**config.mk**
```make
export PLATFORM = sky130hd
export DESIGN_NAME = addsub_chunked_flat
export DESIGN_NICKNAME = d
export VERILOG_FILES = /design/src/rtl/addsub_pkg.sv /design/src/rtl/addsub_chunked_if.sv /design/src/rtl/somador_chunk.sv /design/src/rtl/addsub_chunked.sv /design/src/flat_wrapper.sv
export SDC_FILE = /design/constraint.sdc
export NUM_CORES = 1
export LEC_CHECK = 0
export ABC_AREA = 1
export BUFFER_PORTS_ARGS = -buffer_cell sky130_fd_sc_hd__buf_2
export CAP_MARGIN = 20
export CELL_PAD_IN_SITES_DETAIL_PLACEMENT = 1
export CELL_PAD_IN_SITES_GLOBAL_PLACEMENT = 2
export CORE_ASPECT_RATIO = 1.5
export CORE_UTILIZATION = 30
export CTS_CLUSTER_DIAMETER = 40
export DETAILED_ROUTE_END_ITERATION = 10
export PLACE_DENSITY_LB_ADDON = 0.05
export SETUP_SLACK_MARGIN = 0.4
export SYNTH_ARGS = -nofsm -noshare
export SYNTH_HDL_FRONTEND = slang
export SYNTH_SLANG_ARGS = --single-unit
```
**constraint.sdc**
```tcl
create_clock -name clk -period 8.7 [get_ports clk]
set_input_delay 0.87 -clock clk [delete_from_list [all_inputs] [get_ports clk]]
set_output_delay 0.87 -clock clk [all_outputs]
set_load 0.01 [all_outputs]
```
**src/rtl/addsub_pkg.sv**
```systemverilog
// addsub_pkg: shared types and constants for the chunked add/subtract unit.
// Optional saturation is enabled by defining ADDSUB_SATURATE_EN (see addsub_chunked.sv).
package addsub_pkg;

    // FSM state encoding; values match the localparam constants in the top.
    typedef enum logic [1:0] {
        IDLE = 2'd0,
        RUN  = 2'd1,
        DONE = 2'd2
    } addsub_state_t;

    // Operation select encoding.
    localparam logic OP_ADD = 1'b0;
    localparam logic OP_SUB = 1'b1;

endpackage

```
**src/rtl/addsub_chunked_if.sv**
```systemverilog
// addsub_chunked_if: request/result bundle of the chunked add/subtract unit.
//
// Handshake rules (both channels): a transfer happens on a rising clk edge where
// valid && ready. The request side (op/a/b) is sampled only on that edge. The
// result side (s and flags) is held stable while out_valid is high until the
// transfer edge; the producer never withdraws valid before the transfer.
interface addsub_chunked_if #(
    parameter int WIDTH = 8
);
    logic             in_valid;
    logic             in_ready;
    logic             op;
    logic [WIDTH-1:0] a;
    logic [WIDTH-1:0] b;
    logic             out_valid;
    logic             out_ready;
    logic [WIDTH-1:0] s;
    logic             cout;
    logic             ov;
    logic             neg;
    logic             zero;

    // Requester / result consumer side.
    modport master (
        output in_valid, op, a, b, out_ready,
        input  in_ready, out_valid, s, cout, ov, neg, zero
    );

    // Arithmetic unit side.
    modport slave (
        input  in_valid, op, a, b, out_ready,
        output in_ready, out_valid, s, cout, ov, neg, zero
    );
endinterface

```
**src/rtl/somador_chunk.sv**
```systemverilog
// somador_chunk: combinational CHUNK-bit ripple adder built from full-adder
// cells (one generate iteration per bit), with carry in and carry out.
module somador_chunk #(
    parameter int CHUNK = 4
) (
    input  logic [CHUNK-1:0] a,
    input  logic [CHUNK-1:0] b,
    input  logic             cin,
    output logic [CHUNK-1:0] s,
    output logic             cout
);

    // c[i] is the carry into bit i; c[CHUNK] leaves the chunk.
    logic [CHUNK:0] c;

    assign c[0] = cin;

    for (genvar i = 0; i < CHUNK; i++) begin : g_fa
        // Full-adder cell: sum and majority carry.
        assign s[i]   = a[i] ^ b[i] ^ c[i];
        assign c[i+1] = (a[i] & b[i]) | (a[i] & c[i]) | (b[i] & c[i]);
    end

    assign cout = c[CHUNK];

endmodule

```
**src/rtl/addsub_chunked.sv**
```systemverilog
// addsub_chunked: multi-cycle add/subtract, CHUNK bits per clock through one
// shared ripple adder with the carry held between cycles.
// Define ADDSUB_SATURATE_EN to clamp the result on signed overflow.
module addsub_chunked
    import addsub_pkg::*;
#(
    parameter int WIDTH = 8,
    parameter int CHUNK = 4
) (
    input  logic          clk,
    input  logic          rst_n,
    addsub_chunked_if.slave bus,
    output addsub_state_t dbg_state
);

    localparam int NCHUNK = WIDTH / CHUNK;
    localparam int IDXW   = (NCHUNK > 1) ? $clog2(NCHUNK) : 1;
    localparam int MSB    = WIDTH - 1;

    localparam logic [1:0] ST_IDLE = 2'd0;
    localparam logic [1:0] ST_RUN  = 2'd1;
    localparam logic [1:0] ST_DONE = 2'd2;

    localparam logic [WIDTH-1:0] CHUNK_MASK = WIDTH'({CHUNK{1'b1}});

    logic [1:0]       state;
    logic [WIDTH-1:0] a_reg;
    logic [WIDTH-1:0] b_reg;      // b for add, ~b for subtract
    logic             carry;
    logic [IDXW-1:0]  idx;
    logic [WIDTH-1:0] s_reg;
    logic             cout_r;
    logic             ov_r;
    logic             neg_r;
    logic             zero_r;

    logic [31:0]      sh;
    logic [CHUNK-1:0] a_chunk;
    logic [CHUNK-1:0] b_chunk;
    logic [CHUNK-1:0] sum_chunk;
    logic             chunk_cout;
    logic             last_chunk;
    logic [WIDTH-1:0] raw_s;
    logic             raw_ov;
    logic [WIDTH-1:0] final_s;

    // Select the current chunk of both operands.
    always_comb begin
        sh      = 32'(idx) * 32'(CHUNK);
        a_chunk = CHUNK'(a_reg >> sh);
        b_chunk = CHUNK'(b_reg >> sh);
    end

    somador_chunk #(
        .CHUNK (CHUNK)
    ) u_chunk (
        .a    (a_chunk),
        .b    (b_chunk),
        .cin  (carry),
        .s    (sum_chunk),
        .cout (chunk_cout)
    );

    // Merge the new chunk into the result and derive overflow/saturation.
    always_comb begin
        last_chunk = (idx == IDXW'(NCHUNK - 1));
        raw_s      = (s_reg & ~(CHUNK_MASK << sh)) | (WIDTH'(sum_chunk) << sh);
        // Overflow uses the effective B operand, so one rule covers add and sub.
        raw_ov     = (a_reg[MSB] == b_reg[MSB]) && (raw_s[MSB] != a_reg[MSB]);
`ifdef ADDSUB_SATURATE_EN
        final_s    = raw_s;
        if (raw_ov) begin
            final_s = a_reg[MSB] ? {1'b1, {(WIDTH-1){1'b0}}}
                                 : {1'b0, {(WIDTH-1){1'b1}}};
        end
`else
        final_s    = raw_s;
`endif
    end

    // FSM, operand capture, chunk sequencing and flag registers.
    always_ff @(posedge clk or negedge rst_n) begin
        if (!rst_n) begin
            state  <= ST_IDLE;
            a_reg  <= '0;
            b_reg  <= '0;
            carry  <= 1'b0;
            idx    <= '0;
            s_reg  <= '0;
            cout_r <= 1'b0;
            ov_r   <= 1'b0;
            neg_r  <= 1'b0;
            zero_r <= 1'b0;
        end else begin
            case (state)
                ST_IDLE: begin
                    if (bus.in_valid) begin
                        a_reg <= bus.a;
                        b_reg <= (bus.op == OP_SUB) ? ~bus.b : bus.b;
                        // Subtract is a + ~b + 1: the +1 rides in as carry.
                        carry <= bus.op;
                        idx   <= '0;
                        state <= ST_RUN;
                    end
                end
                ST_RUN: begin
                    carry <= chunk_cout;
                    idx   <= idx + 1'b1;
                    if (last_chunk) begin
                        s_reg  <= final_s;
                        cout_r <= chunk_cout;
                        ov_r   <= raw_ov;
                        neg_r  <= final_s[MSB];
                        zero_r <= (final_s == '0);
                        state  <= ST_DONE;
                    end else begin
                        s_reg <= raw_s;
                    end
                end
                ST_DONE: begin
                    if (bus.out_ready) begin
                        state <= ST_IDLE;
                    end
                end
                default: begin
                    state <= ST_IDLE;
                end
            endcase
        end
    end

    // Handshake and result outputs.
    always_comb begin
        bus.in_ready  = (state == ST_IDLE);
        bus.out_valid = (state == ST_DONE);
        bus.s         = s_reg;
        bus.cout      = cout_r;
        bus.ov        = ov_r;
        bus.neg       = neg_r;
        bus.zero      = zero_r;
        dbg_state     = addsub_state_t'(state);
    end

endmodule

```
**src/flat_wrapper.sv**
```systemverilog
// flat-port wrapper written by rule: the top's interface ports become plain ports
module addsub_chunked_flat import addsub_pkg::*;
#(
    parameter int WIDTH = 8,
    parameter int CHUNK = 4
)
  (clk, rst_n, dbg_state, bus_in_valid, bus_op, bus_a, bus_b, bus_out_ready, bus_in_ready, bus_out_valid, bus_s, bus_cout, bus_ov, bus_neg, bus_zero);
  addsub_chunked_if #(.WIDTH(WIDTH)) bus_i ();
  input  logic clk;
  input  logic rst_n;
  output addsub_state_t dbg_state;
  input wire logic [$bits(bus_i.in_valid)-1:0] bus_in_valid;
  input wire logic [$bits(bus_i.op)-1:0] bus_op;
  input wire logic [$bits(bus_i.a)-1:0] bus_a;
  input wire logic [$bits(bus_i.b)-1:0] bus_b;
  input wire logic [$bits(bus_i.out_ready)-1:0] bus_out_ready;
  output wire logic [$bits(bus_i.in_ready)-1:0] bus_in_ready;
  output wire logic [$bits(bus_i.out_valid)-1:0] bus_out_valid;
  output wire logic [$bits(bus_i.s)-1:0] bus_s;
  output wire logic [$bits(bus_i.cout)-1:0] bus_cout;
  output wire logic [$bits(bus_i.ov)-1:0] bus_ov;
  output wire logic [$bits(bus_i.neg)-1:0] bus_neg;
  output wire logic [$bits(bus_i.zero)-1:0] bus_zero;
  assign bus_i.in_valid = bus_in_valid;
  assign bus_i.op = bus_op;
  assign bus_i.a = bus_a;
  assign bus_i.b = bus_b;
  assign bus_i.out_ready = bus_out_ready;
  assign bus_in_ready = bus_i.in_ready;
  assign bus_out_valid = bus_i.out_valid;
  assign bus_s = bus_i.s;
  assign bus_cout = bus_i.cout;
  assign bus_ov = bus_i.ov;
  assign bus_neg = bus_i.neg;
  assign bus_zero = bus_i.zero;
  addsub_chunked #(.WIDTH(WIDTH), .CHUNK(CHUNK)) u_core (.clk(clk), .rst_n(rst_n), .bus(bus_i), .dbg_state(dbg_state));
endmodule
```
==> flow_summary.toml <==
[run_status]
status = "completed"

[setup_path]
r2r_start = "u_core.idx"
endpoint_kind = "register"
cp.arrival_ns = 3.39
r2r_end = "u_core.bus.ov"
crit_fanout = 16
path_class = "reg2reg"
cp.required_ns = 8.87
crit_path_start_kind = "register"
r2r_slack_ns = 5.48
reg2reg_depth = 14

[hold_path]
hold_path_class = "reg2reg"
hold_path_depth = 2
min_to = "u_core.bus.zero"
min_from = "u_core.bus.zero"

[route]
dr.pass1.iters = 6
antenna_left = 0
routedWlPerCell_um = 13.5
drt-total-wl_um = 3830
drc = 0
vias_per_cell = 4.33
drt_iter0_drc = 26
via_count = 1229

[global_route]
antenna_found_initial = 0
grt_usage_pct = 16.2
grt_max_degree = 33
grt_pass1_wl_um = 6400
grt-ovfl-total = 0
grt_pass1_vias = 1340

[layout]
mostFrequentLayoutCells = "nand2_1, buf_2, dfrtp_1, o21ai_0"
final_common_cell = "nand2_1"
area_growth_pct = 20.2
finalCoreUtilization_pct = 38.2
drive_gt1_share_pct = 25.2
post-route-cell-area_sq_mm = 0.00188
finalNonFillerCells = 284
final_nets = 242
n_antenna_cell = 0

[job]
drv_cap = 0

[placed_design]
gp_congestion = 0.714
placed_area_sq_mm = 0.00177
dp_hpwl_um = 2940
portBuffers = 36
dp.cells = 276
dp_slack_ns = 5.47

[pwr]
total_power_uw = 797
ir_drop_uv = 108
p_leak_nw = 1.01
power_density_mw_per_mm2 = 423

[sta]
min_period_ns = 3.22
fmax_mhz = 310
setup_ws_ns = 5.48
hold_viol_final = 0
fin_crit_sh_pct = 37.1
finalSetupTns_ns = 0
worstMarginPinSlew_ns = 0.729
skew_ns = 0.00310
rsz0062_at_grt = "no"
slew-limit-headroom_pct = 51.4
whs_ns = 0.479
final-max-slew-violation-count = 0
setup_violations = 0

[die]
dieArea_sq_mm = 0.00552
initial_core_util_pct = 31.8
die_h_um = 90.5
dieWidth_um = 61.0
ios = 37
core_sq_mm = 0.00493
row_count = 31

[clocking]
cts_resized = 0
root_buffer = "clkbuf_8"
clock_latency_ns = 0.28
cts_hold_buf = 0
cts_tree = "built"
clk_pin_slew_ns = 0.07
htreeDepth = 2
cts_buffer_depth = 2
cts_made_buffers = 5
cts.sinks = 32
cts_setup_buffers = 0

[synth]
synth_top_area_share_pct = 51.2
synth_area_sq_mm = 0.00157
yosysSeqAreaShare_pct = 51.2
ys_ff_latch = 32
synthTopCellsByArea = "dfrtp_1, nand2_1, fa_1"
ys.warnings.count = 0
ys_types = 19
synth.avg_cell_area_sq_um = 8.70
syn_inst = 180
syn_nets = 205
yosysTopAreaCell = "dfrtp_1"
[synth_stat cells (all sizes together)]
cell / count
o21ai: 17
o31ai: 1
nand3: 8
nand2: 85
dfrtp: 32
fa: 4
inv: 11
buf: 6
or2: 1
nor2: 7
xnor2: 8
[critical path: stages, from the launching register on]
cell,delay (ns)
dfrtp_1,0.64
inv_2,0.17
nand2_1,0.10
nand2_1,0.08
fa_1,0.45
fa_1,0.39
fa_1,0.37
inv_1,0.08
fa_1,0.44
inv_1,0.09
nand2_1,0.06
nand2_1,0.09
nand2_1,0.04
nand3_1,0.06
nand2_1,0.05
[layout make-up]
cell class | count | area [sq um]
sequential | 32 | 801
fill | 630 | 3040
multi-input combinational | 131 | 669
clock buffer | 6 | 72.6
timing repair buffer | 36 | 180
inverter | 11 | 41.3
tap | 66 | 82.6
clock inverter | 2 | 35.0
[power breakdown]
group	internal [mW]	total (mW)	leakage (nW)	switching, mW
Combinational	0.143	0.380	0.552	0.237
Sequential	0.220	0.277	0.400	0.0569
Clock	0.0849	0.140	0.0552	0.0547
Total	0.448	0.797	1.01	0.349
[metal layers]
metal  vias up  wire length, um  GRT usage (%)
li1        626                -              -
met1       570             1510           17.0
met2        31             2180           29.1
met3         2              118           4.30
met4         0               19           6.25
met5         -                0              0
[worst max path at each step]
stage               startpoint             to  slack, ns  cells past startpoint
floorplan           u_core.idx  u_core.bus.ov       5.89                     14
global placement    u_core.idx  u_core.bus.ov       5.54                     14
detailed placement  u_core.idx  u_core.bus.ov       5.47                     14
CTS                 u_core.idx  u_core.bus.ov       5.44                     14
global route        u_core.idx  u_core.bus.ov       5.18                     14
finish              u_core.idx  u_core.bus.ov       5.48                     14
[cell families after synthesis]
| kind of cell | share of synthesized area [%] |
|---|---|
| xor+xnor | 4.48 |
| compound gates | 6.87 |
| flops | 51.2 |
| simple gates | 26.3 |
| buf+inv | 6.07 |
| fa+ha+maj | 5.12 |
(Power assumes the default switching activity.)
